`src/rtl/hazard_ctrl_if.sv`:
```
// Hazard controller bundle: hazard-source inputs toward the controller and pipeline
// control, status and performance outputs back from it.
interface hazard_ctrl_if #(
  parameter int unsigned CNT_W = 16
);
  logic [4:0]       id_rs;
  logic [4:0]       id_rt;
  logic             id_uses_rt;
  logic [4:0]       ex_rt;
  logic             ex_mem_read;
  logic             branch_taken;
  logic             jump_id;
  logic             mem_busy;
  logic             pc_write;
  logic             if_id_write;
  logic             if_flush;
  logic             id_ex_flush;
  logic             hold_all;
  logic             mem_err;
  logic [1:0]       state;
  logic [CNT_W-1:0] stall_count;
  logic [CNT_W-1:0] flush_count;

  modport master (
    output id_rs, id_rt, id_uses_rt, ex_rt, ex_mem_read, branch_taken, jump_id, mem_busy,
    input  pc_write, if_id_write, if_flush, id_ex_flush, hold_all, mem_err, state,
           stall_count, flush_count
  );

  modport slave (
    input  id_rs, id_rt, id_uses_rt, ex_rt, ex_mem_read, branch_taken, jump_id, mem_busy,
    output pc_write, if_id_write, if_flush, id_ex_flush, hold_all, mem_err, state,
           stall_count, flush_count
  );
endinterface

```
`src/rtl/hazard_ctrl.sv`:
```
// Pipeline sequencing controller: PC/IF-ID write enables, flushes and global hold.
// Performance counters are built only when HAZ_PERF_CNT_EN is defined, else tied to 0.
module hazard_ctrl #(
  parameter int unsigned LOAD_STALL_CYCLES = 1,
  parameter int unsigned MEM_TIMEOUT       = 15,
  parameter int unsigned CNT_W             = 16
) (
  input logic          clk,
  input logic          reset,
  hazard_ctrl_if.slave hz
);
  typedef enum logic [1:0] {
    StRun       = 2'd0,
    StLoadStall = 2'd1,
    StMemWait   = 2'd2,
    StError     = 2'd3
  } state_e;

  localparam logic [2:0] StallReload = 3'(LOAD_STALL_CYCLES - 1);
  localparam logic [7:0] WaitLimit   = 8'(MEM_TIMEOUT);
  localparam bit         MultiStall  = (LOAD_STALL_CYCLES > 1);

  state_e     state_q, state_d;
  logic [2:0] left_q, left_d;
  logic [7:0] wait_q, wait_d;
  logic       err_q, err_d;
  logic       lu;
  logic       pc_write, if_id_write, if_flush, id_ex_flush, hold_all;

  assign lu = hz.ex_mem_read && (hz.ex_rt != 5'd0) &&
              ((hz.ex_rt == hz.id_rs) || (hz.id_uses_rt && (hz.ex_rt == hz.id_rt)));

  always_comb begin
    state_d     = state_q;
    left_d      = left_q;
    wait_d      = wait_q;
    err_d       = err_q;
    pc_write    = 1'b1;
    if_id_write = 1'b1;
    if_flush    = 1'b0;
    id_ex_flush = 1'b0;
    hold_all    = 1'b0;
    if (state_q == StError) begin
      pc_write    = 1'b0;
      if_id_write = 1'b0;
      hold_all    = 1'b1;
    end else if (hz.mem_busy) begin
      pc_write    = 1'b0;
      if_id_write = 1'b0;
      hold_all    = 1'b1;
      if (state_q == StMemWait) begin
        if (wait_q == WaitLimit) begin
          state_d = StError;
          err_d   = 1'b1;
        end else begin
          wait_d = wait_q + 8'd1;
        end
      end else begin
        // Entering from RUN or LOAD_STALL; leftover stall cycles are dropped.
        state_d = StMemWait;
        wait_d  = 8'd1;
      end
    end else if (state_q == StLoadStall) begin
      // EX holds our own bubble here, so branch_taken cannot be genuine.
      pc_write    = 1'b0;
      if_id_write = 1'b0;
      id_ex_flush = 1'b1;
      left_d      = left_q - 3'd1;
      if (left_q == 3'd1) begin
        state_d = StRun;
      end
    end else begin
      // RUN, or a MEM_WAIT cycle whose memory has just become ready.
      state_d = StRun;
      if (hz.branch_taken) begin
        if_flush    = 1'b1;
        id_ex_flush = 1'b1;
      end else if (lu) begin
        pc_write    = 1'b0;
        if_id_write = 1'b0;
        id_ex_flush = 1'b1;
        if (MultiStall) begin
          state_d = StLoadStall;
          left_d  = StallReload;
        end
      end else if (hz.jump_id) begin
        if_flush = 1'b1;
      end
    end
  end

  always_ff @(posedge clk or posedge reset) begin
    if (reset) begin
      state_q <= StRun;
      left_q  <= 3'd0;
      wait_q  <= 8'd0;
      err_q   <= 1'b0;
    end else begin
      state_q <= state_d;
      left_q  <= left_d;
      wait_q  <= wait_d;
      err_q   <= err_d;
    end
  end

  assign hz.pc_write    = pc_write & ~reset;
  assign hz.if_id_write = if_id_write & ~reset;
  assign hz.if_flush    = if_flush & ~reset;
  assign hz.id_ex_flush = id_ex_flush & ~reset;
  assign hz.hold_all    = hold_all & ~reset;
  assign hz.mem_err     = err_q;
  assign hz.state       = state_q;

`ifdef HAZ_PERF_CNT_EN
  logic [CNT_W-1:0] stall_cnt_q, flush_cnt_q;

  always_ff @(posedge clk or posedge reset) begin
    if (reset) begin
      stall_cnt_q <= '0;
      flush_cnt_q <= '0;
    end else begin
      if (!pc_write && (stall_cnt_q != {CNT_W{1'b1}})) begin
        stall_cnt_q <= stall_cnt_q + 1'b1;
      end
      if (if_flush && (flush_cnt_q != {CNT_W{1'b1}})) begin
        flush_cnt_q <= flush_cnt_q + 1'b1;
      end
    end
  end

  assign hz.stall_count = stall_cnt_q;
  assign hz.flush_count = flush_cnt_q;
`else
  assign hz.stall_count = {CNT_W{1'b0}};
  assign hz.flush_count = {CNT_W{1'b0}};
`endif
endmodule

```
`src/flat_wrapper.sv`:
```
// flat-port wrapper written by rule: the top's interface ports become plain ports
module hazard_ctrl_flat 
#(
  parameter int unsigned LOAD_STALL_CYCLES = 1,
  parameter int unsigned MEM_TIMEOUT       = 15,
  parameter int unsigned CNT_W             = 16
)
  (clk, reset, hz_id_rs, hz_id_rt, hz_id_uses_rt, hz_ex_rt, hz_ex_mem_read, hz_branch_taken, hz_jump_id, hz_mem_busy, hz_pc_write, hz_if_id_write, hz_if_flush, hz_id_ex_flush, hz_hold_all, hz_mem_err, hz_state, hz_stall_count, hz_flush_count);
  hazard_ctrl_if #(.CNT_W(CNT_W)) hz_i ();
  input logic clk;
  input logic reset;
  input wire logic [$bits(hz_i.id_rs)-1:0] hz_id_rs;
  input wire logic [$bits(hz_i.id_rt)-1:0] hz_id_rt;
  input wire logic [$bits(hz_i.id_uses_rt)-1:0] hz_id_uses_rt;
  input wire logic [$bits(hz_i.ex_rt)-1:0] hz_ex_rt;
  input wire logic [$bits(hz_i.ex_mem_read)-1:0] hz_ex_mem_read;
  input wire logic [$bits(hz_i.branch_taken)-1:0] hz_branch_taken;
  input wire logic [$bits(hz_i.jump_id)-1:0] hz_jump_id;
  input wire logic [$bits(hz_i.mem_busy)-1:0] hz_mem_busy;
  output wire logic [$bits(hz_i.pc_write)-1:0] hz_pc_write;
  output wire logic [$bits(hz_i.if_id_write)-1:0] hz_if_id_write;
  output wire logic [$bits(hz_i.if_flush)-1:0] hz_if_flush;
  output wire logic [$bits(hz_i.id_ex_flush)-1:0] hz_id_ex_flush;
  output wire logic [$bits(hz_i.hold_all)-1:0] hz_hold_all;
  output wire logic [$bits(hz_i.mem_err)-1:0] hz_mem_err;
  output wire logic [$bits(hz_i.state)-1:0] hz_state;
  output wire logic [$bits(hz_i.stall_count)-1:0] hz_stall_count;
  output wire logic [$bits(hz_i.flush_count)-1:0] hz_flush_count;
  assign hz_i.id_rs = hz_id_rs;
  assign hz_i.id_rt = hz_id_rt;
  assign hz_i.id_uses_rt = hz_id_uses_rt;
  assign hz_i.ex_rt = hz_ex_rt;
  assign hz_i.ex_mem_read = hz_ex_mem_read;
  assign hz_i.branch_taken = hz_branch_taken;
  assign hz_i.jump_id = hz_jump_id;
  assign hz_i.mem_busy = hz_mem_busy;
  assign hz_pc_write = hz_i.pc_write;
  assign hz_if_id_write = hz_i.if_id_write;
  assign hz_if_flush = hz_i.if_flush;
  assign hz_id_ex_flush = hz_i.id_ex_flush;
  assign hz_hold_all = hz_i.hold_all;
  assign hz_mem_err = hz_i.mem_err;
  assign hz_state = hz_i.state;
  assign hz_stall_count = hz_i.stall_count;
  assign hz_flush_count = hz_i.flush_count;
  hazard_ctrl #(.LOAD_STALL_CYCLES(LOAD_STALL_CYCLES), .MEM_TIMEOUT(MEM_TIMEOUT), .CNT_W(CNT_W)) u_core (.clk(clk), .reset(reset), .hz(hz_i));
endmodule
```
`config.mk`:
```
export PLATFORM = sky130hd
export DESIGN_NAME = hazard_ctrl_flat
export DESIGN_NICKNAME = d
export VERILOG_FILES = /design/src/rtl/hazard_ctrl_if.sv /design/src/rtl/hazard_ctrl.sv /design/src/flat_wrapper.sv
export SDC_FILE = /design/constraint.sdc
export NUM_CORES = 1
export LEC_CHECK = 0
export BUFFER_PORTS_ARGS = -buffer_cell sky130_fd_sc_hd__buf_2
export CORE_AREA = 3 3 55 57
export DETAILED_ROUTE_END_ITERATION = 10
export DIE_AREA = 0 0 58 60
export HOLD_SLACK_MARGIN = 0.02
export PLACE_DENSITY = 0.77
export SLEW_MARGIN = 25
export SYNTH_ARGS = -nofsm -noshare
export SYNTH_HDL_FRONTEND = slang
export SYNTH_SLANG_ARGS = --single-unit
```
`constraint.sdc`:
```
create_clock -name clk -period 2.1 [get_ports clk]
set_input_delay 0.315 -clock clk [delete_from_list [all_inputs] [get_ports clk]]
set_output_delay 0.315 -clock clk [all_outputs]
set_load 0.03 [all_outputs]
```
; Word-level counts from Yosys, hierarchy flattened
; Cells that the tools add are included.
[totals]
register_bits = 14
elab_cells = 57
[classes]
n_addsub = 2
n_eq_ne = 10
mux = 25
bitwise_logic = 7
reduce_logical = 9
[ops]
columns = cell, n
row1 = two-way mux 1 bit, 18
row2 = two-way mux 8 bit, 2
row3 = equality test 5 bit, 2
row4 = two-way mux 2 bit, 5
row5 = AND reduction 3 bit, 3
row6 = "adder 8 x 1 -> 8 bit, second input constant", 1
row7 = "equality test 8 x 4 -> 1 bit, second input constant", 1
row8 = "inequality test 3 bit, second input constant", 2
row9 = nonzero test 5 bit, 1
row10 = bitwise AND 1 bit, 4
row11 = "equality test 2 bit, second input constant", 2
row12 = AND reduction 4 bit, 1
row13 = "equality test 3 x 1 -> 1 bit, second input constant", 1
row14 = logical AND 1 bit, 3
row15 = inverter 1 bit, 3
row16 = "subtractor 3 x 1 -> 3 bit, second input constant", 1
row17 = "equality test 2 x 1 -> 1 bit, second input constant", 1
row18 = "inequality test 2 bit, second input constant", 1
row19 = logical OR 1 bit, 1

; Longest topological paths before layout
; Gate-level depths: netlist (run 1).
[logic_depth]
word_depth = 10
ltp_mapped = 6
ltp_nobuf = 6

; Worst setup path after synthesis (run 1)
; No wires, ideal clock.
[synth_timing]
path_kind = input to output
from = input port hz_ex_rt[3]
to = output port hz_id_ex_flush
arrival_ns = 1.778
setup_slack_ns = 0.007
stages = 5
n_path_buf = 0
path_cell_list = xor2_1 -> nor4_1 -> and3_1 -> o221ai_1 -> a211oi_1
[synth_via]
elab_chain_len = 10
[synth_lines]
columns = element, line_no
row1 = "start, declared", flat_wrapper.sv:15  ; input wire logic [$bits(hz_i.ex_rt)-1:0] hz_ex_rt;
row2 = equality test 5 bit, hazard_ctrl.sv:31  ; ((hz.ex_rt == hz.id_rs) || (hz.id_uses_rt && (hz.ex_rt == hz.id_rt)));
row3 = logical AND 1 bit, hazard_ctrl.sv:31
row4 = logical OR 1 bit, hazard_ctrl.sv:31
row5 = logical AND 1 bit (*), hazard_ctrl.sv:30  ; assign lu = hz.ex_mem_read && (hz.ex_rt != 5'd0) &&
row6 = two-way mux 1 bit (*), hazard_ctrl.sv:78  ; end else if (lu) begin
row7 = two-way mux 1 bit (*), hazard_ctrl.sv:75  ; if (hz.branch_taken) begin
row8 = two-way mux 1 bit (*), hazard_ctrl.sv:63  ; end else if (state_q == StLoadStall) begin
row9 = two-way mux 1 bit (*), hazard_ctrl.sv:47  ; end else if (hz.mem_busy) begin
row10 = two-way mux 1 bit (*), hazard_ctrl.sv:43  ; if (state_q == StError) begin
row11 = bitwise AND 1 bit (*), hazard_ctrl.sv:109  ; assign hz.id_ex_flush = id_ex_flush & ~reset;
row12 = "end, declared", flat_wrapper.sv:23  ; output wire logic [$bits(hz_i.id_ex_flush)-1:0] hz_id_ex_flush;
; Every way passes the cells marked *; elsewhere a longest branch is shown, timed or not.

; Worst setup path after layout (run 1)
; Ends and elaborated chain as after synthesis.

==> run metrics, run 1 <==
area grow syn2layout=8.11%; footprint of the multi-input gates=643 um2; worst r2r path cells=6; FF-to-FF Start=u_core.wait_q[0]$_DFFE_PP0P_; Initial Util=45.9%; drt drc=0; flops & latches, synth=14; Crit Path Class=in -> out; DR vias/cell=4.73; WP data required=1780 ps; vias in the first global route=860; R2R setup slack=450 ps; Bufs and invs on worst path=2; root buf cell=clkbuf_4; Clock Skews=2.14 ps; Port Buffer Count=29; nature of the critical path endpoint=output port; nets=187; top cells by area, synth=dfrtp_1 30%, buf_4 21%, xnor2_1 5.3%; status=finished, final reports clean; largest area contributor in the netlist=dfrtp_1; Placement Cell Area=0.00121 mm2; post-route setup TNS=0 ps; setup ws final=107 ps; drt wl/cell=11.3 um; setup bufs post-CTS=0; Highest Clock Rate=502 MHz; family with the most delay on the worst path=simple AND/OR/NAND/NOR gates; class of the worst hold path=in -> async; FILL cells=257; largest net degree at the start of global routing=15; Mean Syn Cell Area=8.90 um2; DP HPWL=1770 um; VDD IR max=0.000441 V; unrepaired setup endpoints after global routing=false; most common cell in the netlist=buf_4; Yosys Warn Count=0; core area=0.00252 mm2; ys flop type=dfrtp_1; die width=58 um; register area=352 um2; synth cell count leaders=33 x buf_4, 14 x dfrtp_1, 9 x nor2_1; chip height=60 um; DRT Wirelength=2160 um; CP startpoint kind=input pin; IO Pins=62; Worst EP arrival=1680 ps; Final Instance Area=0.00125 mm2; first-pass GRT wire length=3530 um; Tcrit/Tclk final=94.9%; Max Root-Sink Buffers=2; RR Endpoint=u_core.wait_q[2]$_DFFE_PP0P_; Lkg Pwr=0.639 nW; Rows=18; antenna-violating nets left=0; clock sink count=14; clock-pin slew on the worst setup and hold paths=90 ps; CTS tree=built; instance count of the mapped netlist=130; gpl congestion=0.848; Syn Std Cell Area=0.00116 mm2; Worst Path Max Fanout=3; Pwr per Cell Area=613 mW/mm2; CP max stage delay=250 ps; first-pass iteration count of the detailed router=4; ys async rst share=100%; slowest stage cell on the critical path=nor4_1; Fin. Hold Viols=0; initial antenna violation count=0; crit-path cells=buf_2 > xor2_1 > nor4_1 > and3_1 > o221ai_1 > a211oi_1 > buf_2; DRT iter0 DRCs=12; area of the die=0.00348 mm2; share of the synthesized area in the top cell type=30.3%; Period minus WS final=1990 ps; share of layout cells above drive strength 1=25.5%; clk_lat worst skew=280 ps; Yosys cell types=36; Final Setup Violations=0; Total Routing Usage GR=13.0%; CTS buffer count=3; DP Worst Slack=118 ps; register area share after synthesis=30.3%; fin. max-slew vios=0; vias=903; Worst Hold Slack=49.1 ps; MaxCap Viol Count=0; grt ovf=0; number of synthesized flops with an enable pin=0; htree depth=1; cell mode on critical path=buf_2; n_diodes=0
==> worst reg2reg max path, cell delays in order, from the launching register on <==
cell	delay (ps)
dfrtp_1	420
ha_1	230
nand3_1	170
nor3_4	310
nor2_2	90
a31o_1	240
a21oi_2	120
==> state kept, by name (all words and copies together) (netlist names) <==
name	cells
u_core.hz.mem_err	1
u_core.wait_q	8
u_core.hz.state	2
u_core.left_q	3
==> power breakdown <==
group	leakage, nW	internal, mW	switching (mW)	total [mW]
clock	0.0210	0.106	0.0905	0.196
combinational	0.438	0.0767	0.166	0.243
sequential	0.180	0.297	0.0313	0.328
total	0.639	0.479	0.288	0.767
==> final cells by class <==
class / instances / area share [%]
inverters: 6 / 1.80
well taps: 30 / 3.00
flip-flops and latches: 14 / 28.1
clock buffers: 4 / 2.90
multi-input cells: 106 / 51.4
repair buffers: 31 / 12.8
==> timing repair <==
action	in CTS	in global routing
hold buffers	0	0
endpoints found under the setup margin	0	1
gates resized for setup	0	1
==> cells by family after synthesis <==
kind of cell | count (synthesis) | synth area share [%]
and+or+nand+nor | 30 | 14.1
adders and majority gates | 3 | 3.24
DFF | 14 | 30.3
muxes | 3 | 2.59
AOI/OAI and AO/OA | 24 | 14.7
other | 1 | 0.324
xor gates and xnor gates | 14 | 10.6
buffers and inverters | 41 | 24.2
==> layout by cell type, fill, tap and decap left out, drive strengths merged, types with 2 or more instances in the layout <==
cell and n:
xnor2 7, o21ai 4, nand2 3, nand3 6
o21a 2, a21oi 5, ha 3, buf 31
xor2 7, inv 5, a31oi 2, o2bb2ai 3
conb 32, mux2i 3, dfrtp 14, nor3 4
clkbuf 4, nor2 10, a211oi 2
==> how the worst max path moves through the flow <==
stage | start | endpoint | slack (ps) | cells past startpoint
3_5_place_dp | hz_ex_rt[3] | hz_id_ex_flush | 120 | 7
4_1_cts | hz_ex_rt[3] | hz_id_ex_flush | 120 | 7
6_report | hz_ex_rt[3] | hz_id_ex_flush | 110 | 7
3_3_place_gp | hz_ex_rt[3] | hz_id_ex_flush | 180 | 7
2_1_floorplan | hz_ex_rt[3] | hz_id_ex_flush | 7 | 5
5_1_grt | hz_ex_rt[3] | hz_id_ex_flush | 20 | 7
==> metrics by stage <==
stage / power (mW) / utilization, % / cells
2_1_floorplan: 0.563 / - / 161
3_3_place_gp: 0.567 / 48.1 / 187
3_5_place_dp: 0.576 / 48.1 / 187
4_1_cts: 0.772 / 49.6 / 191
5_1_grt: 0.815 / 49.6 / 191
6_report: 0.767 / 49.6 / 191
==> per-layer routing <==
metal	part of all wire, %	vias up	routed length (um)	global-route usage (%)
met5	0	-	0	0
met3	9.9	2	213	5.18
li1	-	447	-	-
met4	0.46	0	10	1.99
met1	37	407	802	12.5
met2	52	47	1130	26.1
Power figures use the tool's default switching activity.
==> run 2, diff against run 1 <==
Settings changed: CORE_AREA 3 3 55 57 to 3 3 58 60, DIE_AREA 0 0 58 60 to 0 0 61 63, PLACE_DENSITY 0.77 to 0.73.
Clock period 2.1 ns to 1.75 ns, I/O delays scaled along.
==> run 2 against run 1 <==
Against the previous run: the run now ends with negative setup slack left; clock skew is essentially flat; clock power grew 20%; combinational power grew 34%; worst setup slack lost 190 ps; cell count grew 4.7%; non-clock buffer count grew 6; cell area grew 8.5%; highest routed layer unchanged; via count grew 4.2%; die area grew 10%; global-route usage shrank 0.14 points; hold slack gained 230 ps.
==> run metrics, run 2 (same netlist as run 1, synthesis figures left out) <==
largest net degree at the start of global routing=15 (unchanged); fin. max-slew vios=0 (unchanged); gpl congestion=0.819 (-3.4%); Port Buffer Count=29 (unchanged); initial antenna violation count=0 (unchanged); Pwr Total=950 uW (+24%); footprint of the multi-input gates=659 um2 (+2.5%); root buf cell=clkbuf_4; vias=941 (+4.2%); die width=61 um (+5.2%); Worst Hold Slack=281 ps (+232 ps); status=finished with violations; antenna-violating nets left=0 (unchanged); commonest non-fill, non-tap cell in the layout=conb_1; Max Root-Sink Buffers=2 (unchanged); Crit Path Class=in -> out; DP HPWL=1800 um (+1.5%); grt ovf=0 (unchanged); Total Routing Usage GR=12.9% (-0.14 points); clk_lat worst skew=280 ps (about the same); IO Pins=62 (unchanged); share of layout cells above drive strength 1=29.3% (+3.9 points); unrepaired setup endpoints after global routing=true; Tcrit/Tclk final=105%; DRT Wirelength=2330 um (+7.8%); drt drc=0 (unchanged); Rows=20 (+2); setup ws final=-84.2 ps (-191 ps); vias in the first global route=873 (+1.5%); chip height=63 um (+5.0%); WP data required=1490 ps (-290 ps); largest reg by FF count=u_core.wait_q; clock sink count=14 (unchanged); CP startpoint kind=input pin; n_diodes=0 (unchanged); VDD IR max=0.000404 V (-8.3%); Clock Skews=2.04 ps (-0.0987 ps); Lkg Pwr=0.683 nW (+6.9%); nets=193 (+3.2%); Final Setup Violations=4 (+4); Fin. Hold Viols=0 (unchanged); Worst EP arrival=1570 ps (-110 ps); Initial Util=38.9% (-7.0 points); failing checks=negative setup slack; Highest Clock Rate=545 MHz; DRT iter0 DRCs=26 (+14); CTS buffer count=3 (unchanged); class of the worst hold path=in -> reg; CTS tree=built; R2R setup slack=170 ps (-280 ps); drt wl/cell=11.6 um (+2.9%); area grow syn2layout=17.3%; clock-pin slew on the worst setup and hold paths=90 ps (about the same); first-pass iteration count of the detailed router=4 (unchanged); most frequent cells in the layout=32 x conb_1, 22 x buf_2, 14 x dfrtp_1; first-pass GRT wire length=3810 um (+8.0%); nature of the critical path endpoint=output port; register area=350 um2 (-0.36%); max reg flops=8 (unchanged); Pwr per Cell Area=700 mW/mm2 (+14%); setup bufs post-CTS=0 (unchanged); DP Worst Slack=-121 ps (-239 ps); Worst Path Max Fanout=3 (unchanged); DR vias/cell=4.71 (-0.48%); Period minus WS final=1830 ps; area of the die=0.00384 mm2 (+10%); core area=0.00298 mm2 (+18%); Placed Cells incl. Taps=195 (+4.3%); Finished Layout Cells=200 (+4.7%); htree depth=1 (unchanged); FILL cells=302 (+18%); MaxCap Viol Count=0 (unchanged)
-- run 2: worst paths after layout --
path / endpoint / depth (start not counted) / from
worst min-delay path: u_core.wait_q[2]$_DFFE_PP0P_ / 2 / hz_mem_busy
worst min register to register: u_core.hz.mem_err$_DFFE_PP0P_ / 1 / u_core.hz.mem_err$_DFFE_PP0P_
worst max register to register: u_core.wait_q[2]$_DFFE_PP0P_ / 6 / u_core.wait_q[0]$_DFFE_PP0P_
worst max-delay path: hz_id_ex_flush / 7 / hz_id_rt[3]
min in group asynchronous: u_core.hz.state[1]$_DFFE_PP0P_ / 4 / reset
max in group asynchronous: u_core.wait_q[0]$_DFFE_PP0P_ / 4 / reset
-- run 2: what timing repair did --
action | CTS | global route
pin swaps | 2 | 1
endpoints found under the hold margin | 14 | 0
gates resized for setup | 11 | 1
endpoints found under the setup margin | 5 | 5
gates cloned | 0 | 0
hold buffers | 1 | 0
-- run 2: final cells by class --
type,count,share of cell area (%)
Sequential cell,14,25.8
Inverter,6,1.66
Multi-Input combinational cell,106,48.6
Tap cell,33,3.04
Clock buffer,4,2.67
Timing Repair Buffer,37,18.2
-- run 2: metal layers --
metal  vias to the layer above  GRT usage (%)  part of all wire (%)
li1                        456              -                     -
met3                         2           4.55                   6.5
met5                         -              0                     0
met1                       446           15.9                    42
met2                        37           21.3                    51
met4                         0           2.44                  0.39
-- run 2: where the power goes --
group          total [mW]  internal (mW)  switching [mW]
combinational       0.326          0.115           0.211
sequential          0.388          0.356          0.0321
clock               0.236          0.127           0.110
-- run 2: worst max-delay path, cell delays in order --
cell and delay, ps:
buf_6 90, xor2_1 150, nor4_1 300, and3_1 220
o221ai_2 140, a211oi_2 220, buf_4 190
-- run 2: per-stage QoR --
step	setup TNS (ps)	cell area, um2	utilization [%]
3_3_place_gp	-155	1270	42.6
2_1_floorplan	0	1290	-
5_1_grt	-448	1360	45.6
3_5_place_dp	-386	1270	42.6
4_1_cts	-161	1350	45.5
6_report	-259	1360	45.6
